**config.mk**
```make
export PLATFORM = sky130hd
export DESIGN_NAME = serial_frame_rx
export DESIGN_NICKNAME = d
export VERILOG_FILES = /design/src/rtl/serial_frame_rx.sv
export SDC_FILE = /design/constraint.sdc
export NUM_CORES = 1
export LEC_CHECK = 0
export ABC_AREA = 1
export CORE_MARGIN = 2
export CORE_UTILIZATION = 30
export CTS_CLUSTER_DIAMETER = 120
export DETAILED_ROUTE_END_ITERATION = 12
export PLACE_DENSITY = 0.59
export SLEW_MARGIN = 30
export SYNTH_ARGS = -nofsm -noshare
export SYNTH_HDL_FRONTEND = slang
export SYNTH_SLANG_ARGS = --single-unit
```
**constraint.sdc**
```tcl
create_clock -name clk -period 1.3 [get_ports clk]
set_input_delay 0.325 -clock clk [delete_from_list [all_inputs] [get_ports clk]]
set_output_delay 0.325 -clock clk [all_outputs]
set_load 0.05 [all_outputs]
```
**src/rtl/serial_frame_rx.sv**
```systemverilog
// Serial frame receiver: start bit, DATA_W data bits LSB first, optional parity, stop bit.
// One bit is consumed per bit_en strobe; outputs are registered with single-cycle status pulses.
module serial_frame_rx #(
    parameter int DATA_W     = 8,
    parameter int PARITY_EN  = 1,
    parameter int PARITY_ODD = 0
) (
    input  logic              clk,
    input  logic              rst_n,
    input  logic              d,
    input  logic              bit_en,
    output logic [DATA_W-1:0] data_out,
    output logic              data_valid,
    output logic              parity_err,
    output logic              frame_err,
    output logic              busy
);
    localparam logic [1:0] S_IDLE = 2'd0;
    localparam logic [1:0] S_DATA = 2'd1;
    localparam logic [1:0] S_PAR  = 2'd2;
    localparam logic [1:0] S_STOP = 2'd3;

    localparam int       CW   = (DATA_W < 2) ? 1 : $clog2(DATA_W);
    localparam logic [CW-1:0] LAST = CW'(DATA_W - 1);
    localparam logic     PEN  = (PARITY_EN != 0);
    localparam logic     ODD  = (PARITY_ODD != 0);

    logic [1:0]        state;
    logic [CW-1:0]     cnt;
    logic [DATA_W-1:0] shreg;
    logic [DATA_W-1:0] sh_next;
    logic              par_bit;

    // LSB arrives first, so new bits enter at the top and walk down.
    always_comb begin
        sh_next = shreg >> 1;
        sh_next[DATA_W-1] = d;
    end

    always_ff @(posedge clk or negedge rst_n) begin
        if (!rst_n) begin
            state      <= S_IDLE;
            cnt        <= '0;
            shreg      <= '0;
            par_bit    <= 1'b0;
            data_out   <= '0;
            data_valid <= 1'b0;
            parity_err <= 1'b0;
            frame_err  <= 1'b0;
            busy       <= 1'b0;
        end else begin
            data_valid <= 1'b0;
            parity_err <= 1'b0;
            frame_err  <= 1'b0;
            if (bit_en) begin
                case (state)
                    S_IDLE: begin
                        if (!d) begin
                            state <= S_DATA;
                            cnt   <= '0;
                            busy  <= 1'b1;
                        end
                    end
                    S_DATA: begin
                        shreg <= sh_next;
                        if (cnt == LAST) begin
                            cnt   <= '0;
                            state <= PEN ? S_PAR : S_STOP;
                        end else begin
                            cnt <= cnt + CW'(1);
                        end
                    end
                    S_PAR: begin
                        par_bit <= d;
                        state   <= S_STOP;
                    end
                    S_STOP: begin
                        state <= S_IDLE;
                        busy  <= 1'b0;
                        if (d) begin
                            data_out   <= shreg;
                            data_valid <= 1'b1;
                            parity_err <= PEN & (^shreg ^ par_bit ^ ODD);
                        end else begin
                            frame_err <= 1'b1;
                        end
                    end
                    default: state <= S_IDLE;
                endcase
            end
        end
    end
endmodule

```
==> key figures <==
Run status
  • Status: finished clean

Power
  • Power Dens Cells: 2380 nW/µm²
  • Int Pwr: 2.39 mW
  • Maximum vdd drop: 1.33 mV
  • Sw Share: 43.3%
  • Pleak: 0.903 nW
  • Seq pwr share: 34.2%
  • Clk pwr share: 10.3%
  • Comb power frac: 55.5%
  • Psw: 1.82 mW

GRT
  • Vias in the first global route: 916
  • Met2 GRT Util: 19.0%
  • Initial antenna violation count: 0
  • Largest net degree at the start of global routing: 27
  • Top Usage Layer GRT: met2
  • First-pass GRT wire length: 3.95 mm
  • Met3 GRT Util: 3.41%
  • Total track usage: 11.1%
  • Met1 usage: 13.8%
  • Total grt overflow: 0

Routing
  • Drt wl/cell: 9.64 µm
  • Vias: 993
  • Vias/cell: 4.37
  • # DRC: 0
  • Post-Route WL: 2.19 mm
  • ANT nets after route: 0
  • DR pass1 iterations: 4
  • Initial DRC count: 48

Synthesis
  • Largest family of logic cells by synthesized area: simple AND/OR/NAND/NOR gates
  • Post-synthesis xor/xnor area fraction: 0%
  • Main synth FF type: dfrtp_1
  • Multiplexer share of the synthesized area: 0%
  • Simple-gate share of the synthesized area: 23.0%
  • EDFF count, synth: 0
  • Compound-Gate Fraction of Synth Area: 12.1%
  • Post-Syn Instances: 148
  • Average cell area after synthesis: 8.49 µm²
  • Seq/Total Area, Yosys: 51.8%
  • #FFs+latches synth: 26
  • Asr flop ratio synth: 100%
  • Syn. warnings: 0
  • Post-Syn Nets: 158
  • Synth Area in Adders: 5.98%
  • Post-synthesis cell type count: 19
  • Cell area after synthesis: 1260 µm²

Die
  • Die ar.: 4720 µm²
  • Die Span Y: 68.7 µm
  • Top Ports: 16
  • Core ar.: 4030 µm²
  • Die width: 68.7 µm
  • Std-Cell Rows: 23
  • Initial Util: 31.2%

Clocking
  • Clock Latency Late Sink: 0.26 ns
  • Num CTS Buffers: 3
  • Clk sinks: 26
  • CTS tree: done
  • # hold bufs at CTS: 0
  • H-tree depth: 1
  • Clk root buf: clkbuf_8
  • Max clock buf depth: 2
  • Reg clk slew, reported paths: 0.08 ns

STA
  • # setup viols final: 0
  • Final TNS setup: 0 ns
  • RSZ-0062 raised after global routing: true
  • F_max: 771 MHz
  • Max Transition Viols Final: 0
  • Least-Margin Pin Slew: 0.241 ns
  • Final hold violations: 0
  • Slew headroom: 83.9%
  • Final Cycle Share: 99.7%
  • Min Tclk post-route: 1.30 ns
  • Worst Skew: 0.00172 ns

Setup path
  • Bufs and invs on worst path: 4
  • Crit path max-delay cell type: clkdlybuf4s50_1
  • Req. time, crit path: 1.50 ns
  • Crit path largest cell delay: 0.52 ns
  • Critical path type: input port to flip-flop
  • Delay-heaviest family, CP: buffers and inverters
  • Crit path DAT: 1.49 ns
  • Worst-path cell chain: clkdlybuf4s50_1 -> inv_2 -> nor3_4 -> buf_4 -> inv_4 -> o21ai_2
  • Critical Path Sink Type: flip-flop
  • Critical-path maximum fanout: 7
  • Critical Path Source Type: input port

Final layout
  • Final nets: 189
  • Area Overhead vs Synth: 40.9%
  • FILL cells: 399
  • # diodes: 0
  • Layout cell share with drive strength beyond 1: 29.9%
  • Final instance area: 1770 µm²
  • Final core utilization: 43.9%

Placed design
  • Port buffer count: 15
  • Detailed placement HPWL: 1.63 mm
  • GPL Wtd Cong: 0.758
  • Placed Area: 1670 µm²

Worst hold path
  • Tightest Hold Check Type: input port to asynchronous set/reset pin

Run
  • Max-cap violations: 0
-- worst register-to-register path, stage by stage, from the launching register on --
cell and delay [ns]:
dfrtp_1 0.41, inv_2 0.08, ha_1 0.25, nand2_1 0.13, buf_12 0.16, nand2_1 0.05, o21ai_0 0.08
-- power by group through the flow --
stage / sequential (mW) / combinational (mW) / clock, mW
after floorplan: 1.76 / 1.02 / 0
after global placement: 1.45 / 2.22 / 0
after detailed placement: 1.46 / 2.25 / 0
after CTS: 1.44 / 2.29 / 0.465
after global routing: 1.48 / 2.61 / 0.485
final: 1.44 / 2.34 / 0.434
-- synthesized netlist by cell type, types with 2 or more instances --
cell type / number / share of area [%]
nand2_1: 57 / 17
a21oi_1: 3 / 1.2
inv_2: 8 / 2.4
o21ai_2: 7 / 4.9
dfrtp_1: 26 / 52
nor2_1: 3 / 0.90
ha_1: 6 / 6.0
inv_1: 11 / 3.3
o21ai_0: 11 / 4.4
nand3_1: 6 / 2.4
nand2_2: 2 / 1.0
-- layer usage --
layer / vias to the layer above / share of wire [%] / routed length [µm]
met5: - / 0 / 0
met1: 447 / 48 / 1040
met2: 15 / 48 / 1050
met4: 0 / 0.37 / 8
li1: 529 / - / -
met3: 2 / 3.9 / 85
-- state kept, by name, indices dropped and copies added, names as in the netlist --
register / count
data_out: 8
shreg: 8
cnt: 3
state: 2
busy: 1
data_valid: 1
frame_err: 1
par_bit: 1
parity_err: 1
-- cells in the final DEF (no fill, tap or decap) --
cell type        synthesis  final
nand2_1                 57     54
dfrtp_1                 26     26
buf_12                   0     14
buf_4                    0     10
inv_2                    8      9
inv_1                   11      9
o21ai_0                 11      8
o21ai_2                  7      7
nand3_1                  6      6
ha_1                     6      6
nand2_2                  2      4
nor2_1                   3      3
o21ai_1                  0      3
clkbuf_8                 0      3
a21oi_1                  3      2
inv_4                    0      2
clkdlybuf4s50_1          0      2
nor3_1                   1      1
nor3_4                   1      1
clkinv_4                 0      1
a21oi_4                  0      1
nand2_4                  0      1
o22ai_1                  1      1
a31oi_1                  1      1
a22oi_1                  1      1
dlymetal6s2s_1           0      1
-- cells by family after synthesis --
group,after synthesis
flops,26
fa+ha+maj,6
buf+inv,22
simple gates,70
compound gates,24
-- stage by stage --
step | hold WS (ns) | cells | worst slack, ns | total power, mW
global route | 0.424 | 227 | -0.0779 | 4.58
finish | 0.407 | 227 | 0.00335 | 4.21
global placement | 0.489 | 221 | -0.275 | 3.67
CTS | 0.404 | 224 | 0.00482 | 4.20
detailed placement | 0.498 | 221 | -0.301 | 3.71
floorplan | 0.0294 | 148 | 0.0586 | 2.78
-- final cells by class --
class                   count  area, µm²  share of cell area [%]
flip-flops and latches     26        651                    36.7
inverters                  20       82.6                    4.66
repair inverters            1       6.26                   0.353
clock buffers               3       41.3                    2.33
multi-input cells         100        539                    30.5
well taps                  50       62.6                    3.53
repair buffers             27        388                    21.9
-- path summary, 6_finish.rpt --
path	cells after the start	startpoint	endpoint	slack [ns]
worst max-delay path	6	d	data_out[5]$_DFFE_PN0P_	0.003
worst min-delay path	2	rst_n	state[0]$_DFFE_PN0P_	0.41
worst max register to register	6	state[1]$_DFFE_PN0P_	shreg[4]$_DFFE_PN0P_	0.02
worst min register to register	2	cnt[1]$_DFFE_PN0P_	cnt[1]$_DFFE_PN0P_	0.51
max in group asynchronous	2	rst_n	shreg[6]$_DFFE_PN0P_	0.75
min in group clk	3	bit_en	par_bit$_DFFE_PN0P_	0.49
-- repair_timing --
action / CTS / global route
pin swaps: 0 / 1
resized for setup: 7 / 10
gates cloned: 0 / 1
buffers inserted: 0 / 2
endpoints found under the setup margin: 8 / 19
(Power assumes the default switching activity.)
